**config.mk**
```make
export PLATFORM = sky130hd
export DESIGN_NAME = mem_stage_access
export DESIGN_NICKNAME = d
export VERILOG_FILES = /design/src/rtl/mem_stage_access.sv
export SDC_FILE = /design/constraint.sdc
export NUM_CORES = 1
export LEC_CHECK = 0
export ABC_AREA = 1
export CAP_MARGIN = 10
export CORE_MARGIN = 5
export CORE_UTILIZATION = 25
export CTS_CLUSTER_DIAMETER = 100
export CTS_CLUSTER_SIZE = 14
export DETAILED_ROUTE_END_ITERATION = 7
export PLACE_DENSITY = 0.6
export SYNTH_ARGS = -nofsm -noshare
export SYNTH_HDL_FRONTEND = slang
export SYNTH_SLANG_ARGS = --single-unit
```
**constraint.sdc**
```tcl
create_clock -name clock -period 7.3 [get_ports clock]
set_clock_uncertainty 0.1 [all_clocks]
set_input_delay 2.19 -clock clock [delete_from_list [all_inputs] [get_ports clock]]
set_output_delay 2.19 -clock clock [all_outputs]
set_load 0.1 [all_outputs]
```
**src/rtl/mem_stage_access.sv**
```systemverilog
// MIPS memory-stage access unit: drives a req/ack data-memory port for loads and
// stores, aligns sub-word data, stalls upstream while busy and registers MEM/WB fields.
module mem_stage_access #(
    parameter int TIMEOUT = 16
) (
    input  logic        clock,
    input  logic        reset,
    input  logic [4:0]  writeRegister,
    input  logic [31:0] writeData,
    input  logic [31:0] aluOut,
    input  logic        regWrite,
    input  logic        memToReg,
    input  logic [3:0]  memWrite,
    input  logic [1:0]  memReadWidth,
    input  logic        memAck,
    input  logic [31:0] memRdata,
    output logic        memReq,
    output logic        memWe,
    output logic [31:0] memAddr,
    output logic [3:0]  memBe,
    output logic [31:0] memWdata,
    output logic        stall,
    output logic [31:0] readDataOut,
    output logic [31:0] aluOutOut,
    output logic [4:0]  writeRegisterOut,
    output logic        regWriteOut,
    output logic        memToRegOut,
    output logic        error
);

    localparam int CW = $clog2(TIMEOUT) + 1;

    typedef enum logic {
        ST_IDLE = 1'b0,
        ST_BUSY = 1'b1
    } state_t;

    state_t        state_q, state_d;
    logic [CW-1:0] cnt_q, cnt_d;
    logic          req_q, req_d;
    logic          we_q, we_d;
    logic [31:0]   addr_q, addr_d;
    logic [3:0]    be_q, be_d;
    logic [31:0]   wdata_q, wdata_d;
    logic [1:0]    off_q, off_d;
    logic [1:0]    width_q, width_d;

    logic [31:0]   rdata_out_q, rdata_out_d;
    logic [31:0]   alu_out_q, alu_out_d;
    logic [4:0]    wreg_q, wreg_d;
    logic          regw_q, regw_d;
    logic          m2r_q, m2r_d;
    logic          err_q, err_d;

    logic          is_store;
    logic          mem_op;
    logic          misaligned;
    logic [3:0]    be_new;
    logic [31:0]   wdata_new;
    logic [7:0]    byte_sel;
    logic [15:0]   half_sel;
    logic [31:0]   load_data;
    logic          bubble;
    logic          capture_load;

    // Decode the access and detect misalignment against the access size.
    always_comb begin
        is_store   = (memWrite != 4'b0000);
        mem_op     = memToReg | is_store;
        misaligned = 1'b0;
        if (is_store) begin
            case (memWrite)
                4'b1111: misaligned = (aluOut[1:0] != 2'b00);
                4'b0011: misaligned = aluOut[0];
                default: misaligned = 1'b0;
            endcase
        end else if (memToReg) begin
            case (memReadWidth)
                2'b00:   misaligned = (aluOut[1:0] != 2'b00);
                2'b01:   misaligned = aluOut[0];
                default: misaligned = 1'b0;
            endcase
        end
    end

    // Store lane placement; unrecognised nonzero codes act as a raw byte mask.
    always_comb begin
        case (memWrite)
            4'b0001: begin
                be_new    = 4'b0001 << aluOut[1:0];
                wdata_new = {4{writeData[7:0]}};
            end
            4'b0011: begin
                be_new    = 4'b0011 << aluOut[1:0];
                wdata_new = {2{writeData[15:0]}};
            end
            default: begin
                be_new    = memWrite;
                wdata_new = writeData;
            end
        endcase
        if (!is_store) begin
            be_new = 4'b1111;
        end
    end

    // Load extraction uses the lane offset and width captured at request time.
    always_comb begin
        case (off_q)
            2'd0:    byte_sel = memRdata[7:0];
            2'd1:    byte_sel = memRdata[15:8];
            2'd2:    byte_sel = memRdata[23:16];
            default: byte_sel = memRdata[31:24];
        endcase
        half_sel = off_q[1] ? memRdata[31:16] : memRdata[15:0];
        case (width_q)
            2'b00:   load_data = memRdata;
            2'b01:   load_data = {{16{half_sel[15]}}, half_sel};
            2'b10:   load_data = {{24{byte_sel[7]}}, byte_sel};
            default: load_data = {24'b0, byte_sel};
        endcase
    end

    always_comb begin
        // NOTE: every signal gets a default first so no path leaves it unassigned (no latches).
        state_d      = state_q;
        cnt_d        = cnt_q;
        req_d        = req_q;
        we_d         = we_q;
        addr_d       = addr_q;
        be_d         = be_q;
        wdata_d      = wdata_q;
        off_d        = off_q;
        width_d      = width_q;
        err_d        = 1'b0;
        stall        = 1'b0;
        bubble       = 1'b0;
        capture_load = 1'b0;

        case (state_q)
            ST_IDLE: begin
                if (mem_op && !misaligned) begin
                    stall   = 1'b1;
                    state_d = ST_BUSY;
                    req_d   = 1'b1;
                    we_d    = is_store;
                    addr_d  = {aluOut[31:2], 2'b00};
                    be_d    = be_new;
                    wdata_d = wdata_new;
                    off_d   = aluOut[1:0];
                    width_d = memReadWidth;
                    cnt_d   = '0;
                end else if (mem_op) begin
                    err_d  = 1'b1;
                    bubble = 1'b1;
                end
            end
            ST_BUSY: begin
                if (memAck) begin
                    state_d      = ST_IDLE;
                    req_d        = 1'b0;
                    capture_load = !we_q;
                end else if (cnt_q == CW'(TIMEOUT - 1)) begin
                    // Abandon the access: release the pipeline and retire a bubble.
                    state_d = ST_IDLE;
                    req_d   = 1'b0;
                    err_d   = 1'b1;
                    bubble  = 1'b1;
                end else begin
                    stall = 1'b1;
                    cnt_d = cnt_q + CW'(1);
                end
            end
            default: state_d = ST_IDLE;
        endcase

        rdata_out_d = rdata_out_q;
        alu_out_d   = alu_out_q;
        wreg_d      = wreg_q;
        regw_d      = 1'b0;
        m2r_d       = 1'b0;
        if (!stall) begin
            alu_out_d = aluOut;
            wreg_d    = writeRegister;
            regw_d    = regWrite & !bubble;
            m2r_d     = memToReg & !bubble;
            if (capture_load) begin
                rdata_out_d = load_data;
            end
        end
    end

    // NOTE: sequential state uses non-blocking assignments only; reset clears every register.
    always_ff @(posedge clock or posedge reset) begin
        if (reset) begin
            state_q     <= ST_IDLE;
            cnt_q       <= '0;
            req_q       <= 1'b0;
            we_q        <= 1'b0;
            addr_q      <= '0;
            be_q        <= '0;
            wdata_q     <= '0;
            off_q       <= '0;
            width_q     <= '0;
            rdata_out_q <= '0;
            alu_out_q   <= '0;
            wreg_q      <= '0;
            regw_q      <= 1'b0;
            m2r_q       <= 1'b0;
            err_q       <= 1'b0;
        end else begin
            state_q     <= state_d;
            cnt_q       <= cnt_d;
            req_q       <= req_d;
            we_q        <= we_d;
            addr_q      <= addr_d;
            be_q        <= be_d;
            wdata_q     <= wdata_d;
            off_q       <= off_d;
            width_q     <= width_d;
            rdata_out_q <= rdata_out_d;
            alu_out_q   <= alu_out_d;
            wreg_q      <= wreg_d;
            regw_q      <= regw_d;
            m2r_q       <= m2r_d;
            err_q       <= err_d;
        end
    end

    assign memReq           = req_q;
    assign memWe            = we_q;
    assign memAddr          = addr_q;
    assign memBe            = be_q;
    assign memWdata         = wdata_q;
    assign readDataOut      = rdata_out_q;
    assign aluOutOut        = alu_out_q;
    assign writeRegisterOut = wreg_q;
    assign regWriteOut      = regw_q;
    assign memToRegOut      = m2r_q;
    assign error            = err_q;

endmodule

```
==> flow_summary_export.csv, run 1 <==
group,metric,value,unit
synth,netlist_instances,926,
global_route,grt_use_total,15.7,%
setup_path,critical_path.max_fanout,4,
synth,synth_area_leader_cell,"dfrtp_1",
synth,area_fraction_in_compound_gates_after_synthesis,2.47,%
floorplanning,fp.coreArea,27800,sq um
timing,max_freq,170,MHz
setup_path,rr_startpoint,"state_q$_DFF_PP0_",
synth,synth.lib_cells_used.distinct,31,
cts,cts.repair_timing.setup_buffer_count,0,
synth,synthMuxAreaShare,0,%
setup_path,rr_worst_depth,9,
floorplanning,die_area,31600,sq um
cts,h-tree-depth,4,
detailed_routing,detailedRoute.firstPassIterationCount,5,
synth,portion_of_the_post_synthesis_area_used_by_sequential_elements,53.4,%
cts,clkTransAtPathRegs,70,ps
floorplanning,count_of_standard_cell_rows,61,
cts,cts_buffers,17,
placed_design,place.gp.congestion,0.847,
setup_path,setup.worst_path.class,"in2out",
flow_run,max_cap_viol_count,0,
detailed_routing,route.detailed.vias_per_inst,4.39,
detailed_routing,routed_wirelength,24900,microns
min_path,timing.hold.worst_path_depth,2,
global_route,first_global_vias,6778,
synth,synthesis.area,7030,sq um
timing,timing_hold_violations_final,0,
setup_path,required,5010,ps
floorplanning,starting_utilization_of_the_core_area,25.3,%
synth,combinational_family_with_the_most_area_after_synthesis,"simple AND/OR/NAND/NOR gates",
cts,cts_resized,0,
cts,clock-root-buffer,"clkbuf_16",
timing,maxSlewHeadroom,18.8,%
detailed_routing,first_iter_violations,409,
synth,syn_avg_cell_area,7.59,sq um
setup_path,worst_ep_arrival_time,3580,ps
timing,setup-violations-final,0,
global_route,grt_max_degree,73,
timing,grt_setup_unrepaired,"false",
global_route,grt_first_pass_wirelength,39000,microns
synth,synth-warning-count,0,
placed_design,place_hpwl,17700,microns
cts,max-clock-path-buffers,2,
floorplanning,die_w,178,microns
synth,post_synth_xor_area_fraction,0.125,%
min_path,hold_ep,"aluOutOut[21]$_DFFE_PP0P_",
synth,synth_simple_gate_area_share,37.5,%
cts,tritoncts,"done",
timing,period_minus_slack,5870,ps
setup_path,r2r_slack,4590,ps
setup_path,crit_start_category,"input port",
detailed_routing,num_vias,6817,
detailed_routing,post-route-drc-count,0,
detailed_routing,drtAntennaViolNets,0,
cts,cts_hold_buf,0,
layout,layout-drive-gt1-share,5.28,%
synth,synth-adder-area-share,0.356,%
detailed_routing,wl_per_cell,16.0,microns
timing,slew_violations,0,
timing,timing.setup.tns,0,ps
layout,nets,1275,
min_path,min_from,"aluOutOut[21]$_DFFE_PP0P_",
synth,leading_post_synthesis_cells_by_cell_area,"dfrtp_1 (53%), nand2_1 (27%), nand3_1 (7.4%)",
min_path,timing.hold.worst.class,"reg2reg",
cts,tritoncts_num_sinks,150,
floorplanning,die_height,178,microns
cts,worst_skew_pair.late_latency,420,ps
layout,flow.area_growth_from_synthesis,49.0,%
placed_design,number_of_buffers_added_on_ports,252,
layout,antennaDiodeCount,0,
synth,netlist.area_leader.share,53.4,%
global_route,grt-ovfl-total,0,
setup_path,timing.critical_path.to_type,"primary output",
timing,max_slew.worst_pin.slew,1210,ps
setup_path,critical_path.reg2reg.endpoint,"memAddr[4]$_DFFE_PP0P_",
synth,postSynthRegisterBits,150,
run_status,status,"complete, no violations",
timing,period_share,80.4,%
global_route,grt_antenna_before_repair,0,
floorplanning,pin_count,255,
-- flip-flops by register name, summed over array words and instances (netlist names) --
register,flops
aluOutOut,32
memWdata,32
readDataOut,32
memAddr,30
cnt_q,5
writeRegisterOut,5
memBe,4
off_q,2
width_q,2
error,1
memReq,1
memToRegOut,1
memWe,1
regWriteOut,1
state_q,1
-- cell families (layout without fill, tap and decap cells) --
group	count (synthesis)	in the layout
and+or+nand+nor	651	651
xor gates and xnor gates	1	1
buffers and inverters	88	335
adders and majority gates	2	2
AOI/OAI and AO/OA	33	33
other	1	2
DFF	150	150
-- worst max path at each step --
| stage | start | end | depth (start not counted) |
|---|---|---|---|
| final | memWrite[0] | stall | 8 |
| after global placement | memWrite[0] | stall | 8 |
| after floorplan | reset | aluOutOut[0]$_DFFE_PP0P_ | 1 |
| after CTS | memWrite[0] | stall | 8 |
| after detailed placement | memWrite[0] | stall | 8 |
| after global routing | memWrite[0] | stall | 8 |
-- stage by stage --
step	hold slack, ps	instance area, sq um	setup slack, ps	util (%)	cells
final	372	10500	1430	37.7	1552
after global placement	354	9870	1470	35.5	1520
after global routing	392	10500	1300	37.7	1552
after detailed placement	357	9870	1440	35.5	1520
after CTS	374	10500	1440	37.7	1552
after floorplan	369	7030	974	-	927
-- worst max-delay path, cell delays in order --
cell and delay (ps):
clkdlybuf4s50_1 460, nor2_1 190, nand2_2 110, inv_2 80, nand3_1 130, nand3_4 120, nand2_1 100, buf_12 180
-- layer usage --
layer / vias up / track usage (%) / share of wire (%)
li1: 3359 / - / -
met1: 3277 / 22.0 / 46
met2: 167 / 25.1 / 48
met3: 14 / 3.28 / 4.9
met4: 0 / 3.54 / 1.1
met5: - / 0 / 0
-- cell usage after synthesis --
library cell    n
nand3_2         1
or4_1           1
nand3_1       104
nand2_2         1
a22oi_1         1
ha_1            2
a21boi_0        1
nand2_1       501
nor3b_1         1
o21ai_1         1
clkbuf_1       12
nor3_2          1
nand4_1         7
nor2_1         26
o211ai_1        1
xor2_1          1
nor2_2          1
a31oi_1         1
clkinv_1        1
conb_1          1
nor3_1          3
buf_4          17
nor2_4          1
inv_1          31
buf_6           2
or2_2           3
inv_2           8
a21oi_1         7
o21ai_0        21
buf_2          17
dfrtp_1       150
-- layout by cell type, fill, tap and decap left out, types with 8 or more instances in the layout --
cell,n
o21ai_0,21
dfrtp_1,150
nand2_1,501
nand3_1,103
clkdlybuf4s50_1,251
clkbuf_16,17
nor2_1,26
buf_4,11
inv_1,30
inv_2,8
-- area by class of cell --
type                       count  area [sq um]
clock buffer                  17           425
clock inverter                15           184
fill                        2947         17300
inverter                      40           155
multi-input combinational    689          2870
sequential                   150          3750
tap                          378           473
timing repair buffer         263          2620
Power of run 1 is not shown: default switching activity piles up to over one toggle a cycle in this logic, so the estimate is an artifact.
==> run 2, diff against run 1 <==
--- a/config.mk
+++ b/config.mk
@@ -12,7 +12,7 @@
 export CTS_CLUSTER_DIAMETER = 100
 export CTS_CLUSTER_SIZE = 14
 export DETAILED_ROUTE_END_ITERATION = 7
-export PLACE_DENSITY = 0.6
+export PLACE_DENSITY = 0.62
 export SYNTH_ARGS = -nofsm -noshare
 export SYNTH_HDL_FRONTEND = slang
 export SYNTH_SLANG_ARGS = --single-unit
==> constraint.sdc (replaced) <==
create_clock -name clock -period 4.8 [get_ports clock]
set_clock_uncertainty 0.1 [all_clocks]
set_input_delay 1.44 -clock clock [delete_from_list [all_inputs] [get_ports clock]]
set_output_delay 1.44 -clock clock [all_outputs]
set_load 0.1 [all_outputs]
==> flow_summary_export.csv, run 2 (synthesis gave the netlist of run 1 again) <==
group,metric,value,unit
timing,grt_setup_unrepaired,"false",
floorplanning,count_of_standard_cell_rows,61,
cts,cts_resized,0,
cts,clkTransAtPathRegs,70,ps
detailed_routing,routed_wirelength,24100,microns
timing,period_share,91.1,%
floorplanning,die_w,178,microns
global_route,gr-usage-met1,20.7,%
timing,max_slew.worst_pin.slew,1070,ps
detailed_routing,first_iter_violations,377,
detailed_routing,route.detailed.vias_per_inst,4.36,
cts,clock-root-buffer,"clkbuf_16",
detailed_routing,wl_per_cell,15.5,microns
timing,worst_slack,427,ps
timing,fin_hold_ws,371,ps
layout,layout_commonest_cell,"nand2_1",
timing,timing_hold_violations_final,0,
cts,h-tree-depth,4,
cts,tritoncts,"done",
timing,timing.setup.tns,0,ps
cts,cts.repair_timing.setup_buffer_count,0,
cts,worst_skew_pair.late_latency,420,ps
floorplanning,fp.coreArea,27800,sq um
floorplanning,die_height,178,microns
layout,layout-drive-gt1-share,5.44,%
detailed_routing,post-route-drc-count,0,
setup_path,required,3260,ps
detailed_routing,num_vias,6776,
global_route,global_route.peak_usage_layer,"met2",
layout,antennaDiodeCount,0,
setup_path,timing.critical_path.to_type,"primary output",
setup_path,setup.worst_path.class,"in2out",
global_route,first_global_vias,6784,
global_route,grt_first_pass_wirelength,37800,microns
placed_design,number_of_buffers_added_on_ports,252,
cts,tritoncts_num_sinks,150,
global_route,grt-ovfl-total,0,
setup_path,worst_ep_arrival_time,2830,ps
flow_run,max_cap_viol_count,0,
global_route,met3_usage,3.37,%
cts,cts_buffers,17,
placed_design,post-place-ws,450,ps
timing,period_minus_slack,4370,ps
setup_path,critical_path.max_fanout,4,
timing,setup-violations-final,0,
global_route,grt_max_degree,88,
global_route,grt_use_total,15.1,%
placed_design,place.gp.congestion,0.865,
setup_path,crit_start_category,"input port",
detailed_routing,detailedRoute.firstPassIterationCount,5,
min_path,timing.hold.worst.class,"reg2reg",
run_status,status,"complete, no violations",
timing,max_freq,229,MHz
global_route,grtUsageMet2,24.1,%
floorplanning,starting_utilization_of_the_core_area,25.3,%
timing,slew_violations,0,
layout,nets,1277,
layout,commonest_non_fill_non_tap_cells_in_the_layout,"nand2_1 (501), clkdlybuf4s50_1 (251), dfrtp_1 (150), nand3_1 (103), inv_1 (30)",
detailed_routing,drtAntennaViolNets,0,
cts,cts_hold_buf,0,
global_route,grt_antenna_before_repair,0,
cts,max-clock-path-buffers,2,
timing,maxSlewHeadroom,28.1,%
floorplanning,die_area,31600,sq um
placed_design,place_hpwl,17300,microns
layout,flow.area_growth_from_synthesis,49.6,%
floorplanning,pin_count,255,
run 2: cell types whose count changed in the layout (fill, tap and decap cells not counted):
cell / before / now
inv_6: 5 / 3
clkbuf_8: 0 / 2
clkinv_8: 1 / 0
buf_12: 1 / 3
clkinv_4: 3 / 4
run 2: final cells by class:
cell class                 instances  area (sq um)
clock buffer                      19           453
clock inverter                    13           160
fill                            2936         17300
inverter                          40           154
multi-input combinational        689          2870
sequential                       150          3750
tap                              378           473
timing repair buffer             265          2660
run 2: final timing paths:
path | to | slack, ps | cells after the start | from
max in group asynchronous | memAddr[25]$_DFFE_PP0P_ | 2360 | 3 | reset
hold reg to reg | aluOutOut[28]$_DFFE_PP0P_ | 370 | 2 | aluOutOut[28]$_DFFE_PP0P_
setup reg to reg | aluOutOut[24]$_DFFE_PP0P_ | 2290 | 8 | state_q$_DFF_PP0_
min in group asynchronous | memWdata[17]$_DFFE_PP0P_ | 1290 | 2 | reset
hold / removal | aluOutOut[28]$_DFFE_PP0P_ | 370 | 2 | aluOutOut[28]$_DFFE_PP0P_
setup / recovery | stall | 430 | 8 | memWrite[0]
run 2: worst max-delay path, stage by stage:
cell	delay, ps
clkdlybuf4s50_1	460
nor2_1	190
nand2_2	110
inv_2	80
nand3_1	130
nand3_4	120
nand2_1	110
buf_12	190
run 2: layer usage:
metal | vias to the layer above | share of wire (%)
met3 | 21 | 5.7
met5 | - | 0
met2 | 191 | 46
li1 | 3377 | -
met4 | 0 | 1.4
met1 | 3187 | 46
run 2: stage by stage:
stage | util (%) | cells | instance area, sq um
floorplan | - | 927 | 7040
global placement | 35.7 | 1522 | 9900
detailed placement | 35.7 | 1522 | 9900
CTS | 37.9 | 1554 | 10500
global route | 37.9 | 1554 | 10500
finish | 37.9 | 1554 | 10500
Power of run 2 is left out for the same reason.
==> patch 1: new RTL, flow settings as in run 1 <==
`TIMEOUT`: 16 -> 8.
--- a/src/rtl/mem_stage_access.sv
+++ b/src/rtl/mem_stage_access.sv
@@ -2,5 +2,5 @@
 // stores, aligns sub-word data, stalls upstream while busy and registers MEM/WB fields.
 module mem_stage_access #(
-    parameter int TIMEOUT = 16
+    parameter int TIMEOUT = 8
 ) (
     input  logic        clock,
Formal check against the unedited RTL: no difference found for any inputs over 4 cycles, from zero or initial values and one cycle with reset high; that may be too few to reach the edited logic, so the function may still have changed.
==> patch 1 against run 1 <==
Die area fell by 0.95%. Cell area fell by 1.1%. Maximum frequency fell by 0.39%. Wire length fell by 2.5%. Final cell count fell by 0.77%. Sequential cell count fell by 1. Non-clock buffer count did not move. Worst hold slack barely moved. Synthesized area fell by 1.0%. Worst setup slack got worse by 0.023 ns. Largest cell class unchanged.
Power is left out: the tool's default activity adds up to more than one toggle a clock period on the data nets, which glitch-free logic cannot reach.
==> patch 1: results (changes against run 1) <==
pre-CTS setup slack 1.45 ns (+0.00962 ns); Data buffer area share 0.252 (+0.00265); WL per Instance 15.8 µm (-1.8%); M2 GR Usage 0.240 (-0.0117); post-synthesis adder-cell area fraction 0.00180 (-0.00176); Clock-cell share 0.0566 (-0.00155); Arr. time, crit path 3.60 ns (+0.02 ns); Synth Area in XOR/XNOR 0.00126 (+0.0000128); largest net degree at the start of global routing 82 (+12%); status finished, final reports clean; metal3 WL 1.47 mm (+20%); routed wl met2 11.2 mm (-5.7%); compound-cell area share of the yosys netlist 0.0306 (+0.00583); Seq Cell Count 149 (-0.67%); Synth top area share 0.536 (+0.00188); Final GP Congestion 0.882 (+4.1%); register area 3730 µm² (-0.67%); Initial DRC Count 319 (-22%); met1 Use GR 0.204 (-0.0157); CTS max path bufs 2 (unchanged); synth top area cells dfrtp_1 54%, nand2_1 27%, nand3_1 7.4%, o21ai_0 1.9%, nor2_1 1.6%; synth unique cells 29 (-6.5%); DPL Wire Length 17.4 mm (-2.0%); M1 WL 10.9 mm (-5.3%); Rel. slew slack 0.305 (+0.116); Final Non-Filler Cells 1,540 (-0.77%); Finished Core Util 0.375 (-0.00190); Cell Area, Placed 9780 µm² (-0.89%); vias per cell 4.41 (+0.44%); Commonest cells post-synth 499 x nand2_1, 149 x dfrtp_1, 103 x nand3_1, 29 x nor2_1, 27 x o21ai_0; GR Layer Usage met3 0.0399 (+0.00714); gr usage total 0.153 (-0.00378); Fillers 2,914 (-1.1%); first-pass GRT wire length 37.8 mm (-3.1%); #MultiIn Comb 686 (-0.44%); Seq/Total Area, Yosys 0.536 (+0.00188); Post-Syn Area per Cell 7.62 µm² (+0.40%); die width 177 µm (-0.48%)
## patch 1: cell count changes after synthesis, moves of 3 or more
| cell | before | now |
|---|---|---|
| a21oi_1 | 7 | 3 |
| a22oi_1 | 1 | 5 |
| buf_4 | 17 | 14 |
| buf_6 | 2 | 5 |
| inv_1 | 31 | 21 |
| nand4_1 | 7 | 1 |
| nor2_1 | 26 | 29 |
| o21ai_0 | 21 | 27 |
## patch 1: path summary, 6_finish.rpt
path                                               end                       from  slack [ns]  depth (start not counted)
min in group asynchronous      memAddr[24]$_DFFE_PP0P_                      reset        2.18                          2
hold reg to reg              aluOutOut[27]$_DFFE_PP0N_  aluOutOut[27]$_DFFE_PP0N_        0.37                          2
max in group asynchronous  readDataOut[30]$_DFFE_PP0P_                      reset        3.85                          3
hold / removal               aluOutOut[27]$_DFFE_PP0N_  aluOutOut[27]$_DFFE_PP0N_        0.37                          2
setup reg to reg              memWdata[23]$_DFFE_PP0P_          state_q$_DFF_PP0_        4.68                          9
setup / recovery                                 stall                memWrite[0]        1.41                          8
==> patch 2: new RTL, config.mk and constraints of run 1 <==
Without the edit above. `addr_q` no longer has a reset.
--- a/src/rtl/mem_stage_access.sv
+++ b/src/rtl/mem_stage_access.sv
@@ -198,5 +198,4 @@
             req_q       <= 1'b0;
             we_q        <= 1'b0;
-            addr_q      <= '0;
             be_q        <= '0;
             wdata_q     <= '0;
@@ -214,5 +213,4 @@
             req_q       <= req_d;
             we_q        <= we_d;
-            addr_q      <= addr_d;
             be_q        <= be_d;
             wdata_q     <= wdata_d;
@@ -226,4 +224,8 @@
             err_q       <= err_d;
         end
+    end
+
+    always_ff @(posedge clock) begin
+        addr_q <= addr_d;
     end
 
Behaviour: not the same (a bounded check fails within 4 cycles, from zero or initial values and one cycle with reset high).
==> patch 2 against run 1 <==
Wire length is 4.6% lower. Synthesized cell count decreased by 10%. Cell area down 2.2%. Largest cell class unchanged. First-iteration DRC count is 0.24% higher. Highest routed layer unchanged. Synthesized area shrank 2.0%. Sequential cell count is the same. Critical path type unchanged. Non-clock buffer count shrank 4. Sequential share of layout area rose by 2.3 points. Worst setup slack worse by 0.16 ns.
==> patch 2: results (changes against run 1) <==
Multi-input gate area 2630 µm² (-8.5%); Reg clk slew, reported paths 0.07 ns (about the same); crit-path max cell delay 0.48 ns (+0.02 ns); worst setup path endpoint stall; start point of the critical path memWrite[1]; Setup Fix Bufs, Post-CTS 0 (unchanged); Port Buffers 252 (unchanged); M1 WL 10.6 mm (-8.2%); Post-synth ARST share 0.800 (-0.200); gr usage total 0.150 (-0.00674); Highest Signal Layer met4; Seq/Total Area, Yosys 0.567 (+0.0326); HP Start readDataOut[22]$_DFFE_PP0P_; Fillers 2,784 (-5.5%); Post-Syn Area per Cell 8.27 µm² (+8.9%); Initial DRC Count 410 (+0.24%); metal3 WL 1.68 mm (+37%); vias in the first global route 6,426 (-5.2%); Commonest cells post-synth 365 x nand2_1, 135 x nand3_1, 120 x dfrtp_1, 32 x inv_1, 30 x edfxtp_1; beginning of the worst register-to-register path width_q[1]$_DFFE_PP0P_; CP max stage cell clkdlybuf4s50_1; Final Non-Filler Cells 1,422 (-8.4%); routed wl met2 11.2 mm (-5.9%); synth unique cells 35 (+13%); Rel. slew slack 0.275 (+0.0866); WL per Instance 16.7 µm (+4.1%); Crit Reg-Reg Endpoint readDataOut[4]$_DFFE_PP0P_; number of iterations in the first detailed-routing pass 5 (unchanged); synth top area cells dfrtp_1 44%, nand2_1 20%, edfxtp_1 13%, nand3_1 9.8%, o21ai_0 2.0%; Hold WC Path Type flop to flop; largest net degree at the start of global routing 71 (-2.7%); share of cells above drive strength 1 0.0583 (+0.00547); fin nets 1,183 (-7.2%); end of the worst hold path readDataOut[22]$_DFFE_PP0P_; Cell Area, Placed 9690 µm² (-1.8%); Post-synth EDFFs 30 (+30); cells on worst reg2reg path 5 (-4); Top FF cell, synth dfrtp_1; Final GP Congestion 0.806 (-4.9%); post-CTS resize count 0 (unchanged); initial antenna violation count 0 (unchanged); peak supply drop 0.262 mV; Arr. time, crit path 3.74 ns (+0.16 ns); worst-path fanout max 6 (+2); reg-to-reg slack, setup 4.87 ns (+0.28 ns); DPL Wire Length 16.9 mm (-4.8%); first-pass GRT wire length 37.0 mm (-5.1%); status finished, final reports clean; via count 6,484 (-4.9%); Hold Path Depth 2 (unchanged); CTS Buf Count 17 (unchanged); CTS max path bufs 2 (unchanged)
==> patch 2: cells by family after synthesis <==
| logic type | share of synthesized area |
|---|---|
| AO/OA/AOI/OAI | 0.0390 |
| buffers and inverters | 0.0550 |
| adder cells (fa/ha/maj) | 0.00363 |
| XOR/XNOR | 0.00127 |
| flip-flops | 0.567 |
| AND/OR/NAND/NOR | 0.334 |
| other | 0.000544 |
==> patch 2: critical path, delay by kind of cell <==
family                 cells  cell delay [ns]
buffers and inverters      3             0.81
and+or+nand+nor            6             0.72
==> patch 2: through the flow <==
step	hold slack, ns	setup WS (ns)
final	0.379	1.27
after CTS	0.383	1.26
after global placement	0.364	1.31
after global routing	0.401	1.14
after detailed placement	0.365	1.27
after floorplan	0.369	1.57
==> patch 2: layout make-up <==
cell class              instances  share of cell area
flip-flops and latches        150               0.381
repair buffers                259               0.252
clock inverters                13              0.0110
multi-input cells             603               0.256
clock buffers                  18              0.0429
well taps                     341              0.0417
inverters                      38              0.0147
==> patch 2: report_power, final <==
part | total [mW] | switching [mW] | internal, mW | leakage (nW)
Clock | 0.847 | 0.394 | 0.453 | 0.267
Sequential | 1.25 | 0.153 | 1.10 | 1.79
Combinational | 2.80 | 2.19 | 0.611 | 2.76
Total | 4.90 | 2.74 | 2.16 | 4.82
==> patch 2: metal layers <==
metal	track usage	vias to the layer above
li1	-	3170
met1	0.198	3074
met2	0.243	221
met3	0.0456	19
met4	0.0400	0
met5	0	-
